**src/rtl/alu_seq.sv**
```systemverilog
// Sequential ALU: operand/result registers, start/done handshake, eight ops.
// Build option ALU_MUL_EN enables the iterative shift-add multiplier (op 101).
module alu_seq #(
  parameter int WIDTH = 4
) (
  input  logic                 clk,
  input  logic                 rst,
  input  logic                 start,
  input  logic [2:0]           op,
  input  logic [WIDTH-1:0]     a,
  input  logic [WIDTH-1:0]     b,
  output logic                 busy,
  output logic                 done,
  output logic [2*WIDTH-1:0]   result,
  output logic                 zero,
  output logic                 carry,
  output logic                 err
);

  localparam int RW = 2 * WIDTH;
  localparam int SW = $clog2(WIDTH);
  localparam int CW = $clog2(WIDTH + 1);

  typedef enum logic [2:0] {
    OP_ADD = 3'b000, OP_SUB = 3'b001, OP_AND = 3'b010, OP_OR  = 3'b011,
    OP_XOR = 3'b100, OP_MUL = 3'b101, OP_SHL = 3'b110, OP_SHR = 3'b111
  } op_e;

  typedef enum logic [1:0] {S_IDLE, S_EXEC, S_MULT, S_DONE} state_e;

  state_e          state_q, state_d;
  op_e             op_q;
  logic [WIDTH-1:0] a_q, b_q;
  logic [RW-1:0]   stage_res_q;
  logic            stage_cy_q, stage_err_q;
  logic            busy_q, done_q, zero_q, carry_q, err_q;
  logic [RW-1:0]   result_q;

  logic            accept, load_stage, busy_d, done_d;
  logic [RW-1:0]   alu_res, fin_res;
  logic            alu_cy, alu_err;
  logic [WIDTH:0]  sum;
  logic [RW-1:0]   a_ext, b_ext;

`ifdef ALU_MUL_EN
  logic [RW-1:0]    acc_q, mcand_q;
  logic [WIDTH-1:0] mplier_q;
  logic [CW-1:0]    cnt_q;
  logic             mult_last;
  assign mult_last = (cnt_q == CW'(WIDTH));
`endif

  // NOTE: sequential state uses non-blocking assignments so every register samples pre-edge values.
  always_ff @(posedge clk) begin
    if (rst) state_q <= S_IDLE;
    else     state_q <= state_d;
  end

  // NOTE: every signal assigned in always_comb gets a default first, so no latch is inferred.
  always_comb begin
    state_d = state_q;
    case (state_q)
      S_IDLE: begin
        if (start) begin
`ifdef ALU_MUL_EN
          state_d = (op == OP_MUL) ? S_MULT : S_EXEC;
`else
          state_d = S_EXEC;
`endif
        end
      end
      S_EXEC: state_d = S_DONE;
`ifdef ALU_MUL_EN
      S_MULT: if (mult_last) state_d = S_DONE;
`endif
      S_DONE: state_d = S_IDLE;
      default: state_d = S_IDLE;
    endcase
  end

  // busy is registered, so it rises one cycle after acceptance and falls with done
  always_comb begin
    accept     = (state_q == S_IDLE) && start;
    load_stage = (state_q != S_IDLE) && (state_q != S_DONE) && (state_d == S_DONE);
    busy_d     = (state_q != S_IDLE) && (state_d != S_IDLE);
    done_d     = (state_q == S_DONE);
  end

  always_comb begin
    a_ext   = RW'(a_q);
    b_ext   = RW'(b_q);
    sum     = {1'b0, a_q} + {1'b0, b_q};
    alu_res = '0;
    alu_cy  = 1'b0;
    alu_err = 1'b0;
    case (op_q)
      OP_ADD: begin alu_res = RW'(sum); alu_cy = sum[WIDTH]; end
      OP_SUB: begin alu_res = a_ext - b_ext; alu_cy = (a_q < b_q); end
      OP_AND: alu_res = a_ext & b_ext;
      OP_OR:  alu_res = a_ext | b_ext;
      OP_XOR: alu_res = a_ext ^ b_ext;
`ifdef ALU_MUL_EN
      OP_MUL: alu_res = '0;
`else
      OP_MUL: alu_err = 1'b1;
`endif
      OP_SHL: alu_res = a_ext << b_q[SW-1:0];
      OP_SHR: alu_res = a_ext >> b_q[SW-1:0];
      default: alu_res = '0;
    endcase
  end

`ifdef ALU_MUL_EN
  assign fin_res = (state_q == S_MULT) ? acc_q : alu_res;
`else
  assign fin_res = alu_res;
`endif

  // NOTE: pure data registers carry no reset; they are only observed after being loaded.
  always_ff @(posedge clk) begin
    if (accept) begin
      op_q <= op_e'(op);
      a_q  <= a;
      b_q  <= b;
    end
    if (load_stage) begin
      stage_res_q <= fin_res;
      stage_cy_q  <= (state_q == S_EXEC) && alu_cy;
      stage_err_q <= (state_q == S_EXEC) && alu_err;
    end
  end

`ifdef ALU_MUL_EN
  always_ff @(posedge clk) begin
    if (rst) begin
      acc_q    <= '0;
      mcand_q  <= '0;
      mplier_q <= '0;
      cnt_q    <= '0;
    end else if (accept) begin
      acc_q    <= '0;
      mcand_q  <= RW'(a);
      mplier_q <= b;
      cnt_q    <= '0;
    end else if ((state_q == S_MULT) && !mult_last) begin
      if (mplier_q[0]) acc_q <= acc_q + mcand_q;
      mcand_q  <= mcand_q << 1;
      mplier_q <= mplier_q >> 1;
      cnt_q    <= cnt_q + 1'b1;
    end
  end
`endif

  always_ff @(posedge clk) begin
    if (rst) begin
      busy_q   <= 1'b0;
      done_q   <= 1'b0;
      result_q <= '0;
      zero_q   <= 1'b0;
      carry_q  <= 1'b0;
      err_q    <= 1'b0;
    end else begin
      busy_q <= busy_d;
      done_q <= done_d;
      if (done_d) begin
        result_q <= stage_res_q;
        zero_q   <= (stage_res_q == '0);
        carry_q  <= stage_cy_q;
        err_q    <= stage_err_q;
      end
    end
  end

  assign busy   = busy_q;
  assign done   = done_q;
  assign result = result_q;
  assign zero   = zero_q;
  assign carry  = carry_q;
  assign err    = err_q;

endmodule

```
**config.mk**
```make
export PLATFORM = sky130hd
export DESIGN_NAME = alu_seq
export DESIGN_NICKNAME = d
export VERILOG_FILES = /design/src/rtl/alu_seq.sv
export SDC_FILE = /design/constraint.sdc
export NUM_CORES = 1
export LEC_CHECK = 0
export ABC_AREA = 1
export CORE_AREA = 3 3 78 95
export CTS_CLUSTER_DIAMETER = 60
export DETAILED_ROUTE_END_ITERATION = 10
export DIE_AREA = 0 0 81 98
export GPL_TIMING_DRIVEN = 0
export PLACE_DENSITY = 0.53
export SETUP_SLACK_MARGIN = 0.1
export SKIP_LAST_GASP = 1
export SYNTH_ARGS = -nofsm -noshare
export SYNTH_HDL_FRONTEND = slang
export SYNTH_SLANG_ARGS = --single-unit
export TNS_END_PERCENT = 1
```
**constraint.sdc**
```tcl
create_clock -name clk -period 2.1 [get_ports clk]
set_input_delay 0.63 -clock clk [delete_from_list [all_inputs] [get_ports clk]]
set_output_delay 0.63 -clock clk [all_outputs]
set_load 0.05 [all_outputs]
```
==> Word-level counts from Yosys, hierarchy flattened <==
Cells that the tools add are included.
{ "op_classes": {"add_sub_neg": 2, "magnitude_cmp": 1, "eq_ne": 11, "shifts": 2, "n_mux": 5, "bitwise_logic": 3, "reduce_logical": 11} }
{ "op_table": {"columns": ["operator", "n"], "rows": [
  ["$pmux 8 s7", 1],
  ["$eq 3x3->1 const B", 4],
  ["$logic_not 8->1", 1],
  ["$shl 4x2->8", 1],
  ["$shr 4x2->8", 1],
  ["$eq 3x2->1 const B", 2],
  ["$logic_and 1x1->1", 6],
  ["$add 4x4->5", 1],
  ["$sub 4x4->5", 1],
  ["$and 4x4->4", 1],
  ["$eq 2x2->1 const B", 2],
  ["$lt 4x4->1", 1],
  ["$or 4x4->4", 1],
  ["$pmux 2 s2", 1],
  ["$reduce_bool 2->1", 2],
  ["$xor 4x4->4", 1],
  ["$eq 3x1->1 const B", 1],
  ["$logic_not 3->1", 1],
  ["$eq 2x1->1 const B", 1],
  ["$logic_not 2->1", 1],
  ["$mux 2", 1],
  ["$ne 2x2->1 const B", 1],
  ["$pmux 1 s2", 1],
  ["$mux 1", 1]
]} }
{ "word_totals": {"ff_bits": 36, "input_bits": 14} }

==> Depth between registers and ports, before layout <==
{ "logic_depth": {"ltp_word": 4, "mapped_depth": 9} }

==> Least setup slack after synthesis <==
No wires, ideal clock.
{ "synth_path": {"kind": "input to register", "from": "input port start", "to": "register a_q[0] (enable)", "setup_time_ns": 0.398, "arrival_time_ns": 1.568, "slack_ns": 0.134, "cell_stages": 1, "cell_sequence": "nor3b_1"} }
{ "synth_between": {"elab_chain_len": 1} }
{ "synth_lines": {"columns": ["element", "line_no", "source"], "rows": [
  ["start, declared", "8", "input logic start,"],
  ["$logic_and 1x1->1", "83", "accept = (state_q == S_IDLE) && start;"],
  ["end signal, assigned", "123", "a_q <= a;"],
  ["end, declared", "33", "logic [WIDTH-1:0] a_q, b_q;"]
]} }
No other way between the ends.
A chain may end at the register's enable or synchronous reset.

==> Worst setup path after layout <==
{ "layout_path": {"from": "register result_q[4], in the netlist result[4]", "to": "output port result[4]"} }
{ "layout_lines": {"columns": ["element", "line_no", "source"], "rows": [
  ["start, declared", "37", "logic [RW-1:0] result_q;"],
  ["start signal, assigned", "166", "result_q <= stage_res_q;"],
  ["end, declared", "14", "output logic [2*WIDTH-1:0] result,"]
]} }
No word-level cell between the ends.

==> flow_metrics.py <==
metrics = {
    "worst_setup_path": {
        "crit_arrival_ns": 1.42,
        "cp_data_required_time_ns": 1.47,
        "worstPathCellList": "clkdlybuf4s50_1",
        "max_stage_delay_ns": 0.80,
        "worst-path-max-fanout": 2,
        "crit_buf_inv": 1,
        "crit_path_end_kind": "output pin",
        "critPathKind": "flop to output pin",
        "worst_setup_path_start_kind": "flop",
        "crit_path_top_delay_cell": "clkdlybuf4s50_1",
        "critical_path.top_delay_family": "buffers and inverters",
    },
    "detailed_routing": {
        "ant_nets": 0,
        "wire_per_inst_um": 11.5,
        "detail_route.iter0.violations": 87,
        "dr.pass1.iters": 4,
        "route.detailed.drc": 0,
        "drt-total-wl_um": 3970,
        "vias": 1530,
        "routed_via_density": 4.42,
    },
    "yosys": {
        "yosysTopAreaCell": "edfxtp_1",
        "yosys.area_share.simple": 0.263,
        "synth_top_family_by_area": "simple AND/OR/NAND/NOR gates",
        "synth_area_leaders": "edfxtp_1 (33%), dfxtp_1 (14%), nand2_1 (9.7%), ha_1 (8.4%), nor2_1 (5.0%)",
        "synthesis.area_mm2": 0.00194,
        "synth_most_common_cell": "nand2_1",
        "async_flop_share": 0,
        "synth_common_cells": "nand2_1 (50), nor2_1 (26), inv_1 (22), edfxtp_1 (21), a21oi_1 (16)",
        "synthCells": 223,
        "synth-xor-area-share": 0,
        "synth_adder_area_share": 0.105,
        "synth_seq_cells": 35,
        "netlist.area_leader.share": 0.325,
        "synth_nets": 252,
        "seq_area_frac_synth": 0.470,
        "ys_warn_count": 0,
        "synth_edf_count": 21,
        "synth_ff_type": "edfxtp_1",
        "ys_types": 33,
        "yosys-mux-area-fraction": 0,
        "synth_compound_area_frac": 0.0878,
        "avgSynthCellArea_um2": 8.69,
    },
    "final_layout": {
        "final_core_util": 0.379,
        "finalNetCount": 289,
        "antenna_cells": 0,
        "drive_gt1_frac": 0.119,
        "syn2layout_area_growth_pct": 26.8,
        "fillers": 685,
    },
    "clock_network": {
        "clock_latency_ns": 0.29,
        "clk_pin_slew_ns": 0.07,
        "cts.sinks": 35,
        "cts_root_buf": "clkbuf_8",
        "h-tree-depth": 2,
        "cts_made_buffers": 5,
        "cts_buffer_depth": 2,
        "cts_tree": "built",
    },
    "grt": {
        "grt_pass1_vias": 1427,
        "grt_overflow": 0,
        "grtUsageTotal": 0.104,
        "grt_start_max_net_pins": 13,
        "grt_pass1_wl_um": 6380,
        "antenna_found_initial": 0,
    },
    "place": {
        "place_ws_ns": 0.117,
        "gp_congestion": 0.851,
        "port-buffer-count": 26,
        "dpl.hpwl_um": 3060,
    },
    "floorplan": {
        "initial_core_util": 0.299,
        "top_level_ports": 27,
        "fp.dieH_um": 98,
        "core-area_mm2": 0.00649,
        "die_w_um": 81,
        "rows": 32,
        "die_area_mm2": 0.00794,
    },
    "timing": {
        "max_slew_margin": 0.457,
        "tightestPinTransition_ns": 0.812,
        "finalCritPeriodShare": 0.978,
        "hold_violations": 0,
        "fin_crit_ns": 2.05,
        "fin_ws_ns": 0.0465,
        "slew_viol_final": 0,
        "fin_skew_ns": 0.00907,
        "timing.fmax_ghz": 0.487,
        "rsz0062_at_grt": "true",
        "setup_viol": 0,
    },
    "power": {
        "leakage_nw": 1.02,
        "ir_drop_mv": 0.230,
        "p_per_area_mw_per_mm2": 685,
    },
    "job": {
        "max_cap_violations": 0,
    },
    "worst_hold_path": {
        "hp-class": "flop to flop",
    },
    "run_status": {
        "status": "finished, final reports clean",
    },
}
[repair_timing]
item / CTS / global route
setup endpoints to repair: 15 / 20
resized for setup: 1 / 1
gates cloned: 0 / 0
hold buffers: 0 / 0
setup buffers: 0 / 3
[final timing paths]
path | start | endpoint | slack [ns] | cells after the start
setup / recovery | result[4]$_SDFFE_PP0P_ | result[4] | 0.05 | 1
hold / removal | result[2]$_SDFFE_PP0P_ | result[2]$_SDFFE_PP0P_ | 0.46 | 2
setup reg to reg | a_q[0]$_DFFE_PP_ | stage_res_q[4]$_DFFE_PP_ | 0.15 | 7
hold reg to reg | result[2]$_SDFFE_PP0P_ | result[2]$_SDFFE_PP0P_ | 0.46 | 2
[layout make-up]
class | instances | area (um2) | area share
inverters | 28 | 108 | 0.0438
clock inverters | 1 | 5.00 | 0.00204
multi-input cells | 155 | 888 | 0.362
well taps | 85 | 106 | 0.0433
flip-flops and latches | 35 | 911 | 0.371
plain buffers | 5 | 36.3 | 0.0148
repair buffers | 30 | 295 | 0.120
clock buffers | 7 | 108 | 0.0438
[cells in the final DEF (no fill, tap or decap), types with 2 or more instances in the layout]
cell type	n
nand2_1	50
nor2_1	26
clkdlybuf4s50_1	24
inv_1	22
edfxtp_1	21
a21oi_1	16
nand3_1	15
dfxtp_1	14
ha_1	13
clkbuf_8	6
o21ai_0	5
nand3_2	4
nor3_1	4
inv_2	3
buf_6	3
o21ai_1	3
buf_4	3
nand4_1	2
buf_2	2
clkinv_1	2
nand3b_1	2
fa_1	2
[state kept, by name (all words and copies together), names as in the netlist]
| name | cells |
|---|---|
| op_q | 3 |
| zero | 1 |
| stage_cy_q | 1 |
| result | 8 |
| a_q | 4 |
| carry | 1 |
| state_q | 2 |
| stage_err_q | 1 |
| stage_res_q | 8 |
| b_q | 4 |
| err | 1 |
| done | 1 |
[layer usage]
| layer | global-route usage | share of wire | vias up |
|---|---|---|---|
| met2 | 0.181 | 0.51 | 35 |
| met1 | 0.120 | 0.43 | 683 |
| met4 | 0.0390 | 0.011 | 0 |
| met5 | 0 | 0 | - |
| met3 | 0.0277 | 0.045 | 5 |
| li1 | - | - | 807 |
[per-stage QoR]
stage | hold WS, ns | TNS [ns] | power, W | instance area, um2 | std cells
2_1_floorplan | 0.475 | 0 | 0.00101 | 1940 | 223
3_3_place_gp | 0.451 | -10.18 | 0.00110 | 2300 | 334
3_5_place_dp | 0.455 | 0 | 0.00110 | 2320 | 335
4_1_cts | 0.466 | 0 | 0.00170 | 2430 | 343
5_1_grt | 0.482 | 0 | 0.00177 | 2460 | 346
6_report | 0.464 | 0 | 0.00168 | 2460 | 346
[kinds of logic after synthesis]
group | Yosys count
buffers and inverters | 33
AO/OA/AOI/OAI | 30
AND/OR/NAND/NOR | 110
flip-flops | 35
adder cells (fa/ha/maj) | 15
[report_power, final]
| part | switching (W) | internal, W |
|---|---|---|
| registers | 0.0000319 | 0.000778 |
| clock network | 0.000256 | 0.000336 |
| logic | 0.000171 | 0.000111 |
No activity file was read; power rests on OpenSTA's default activity.
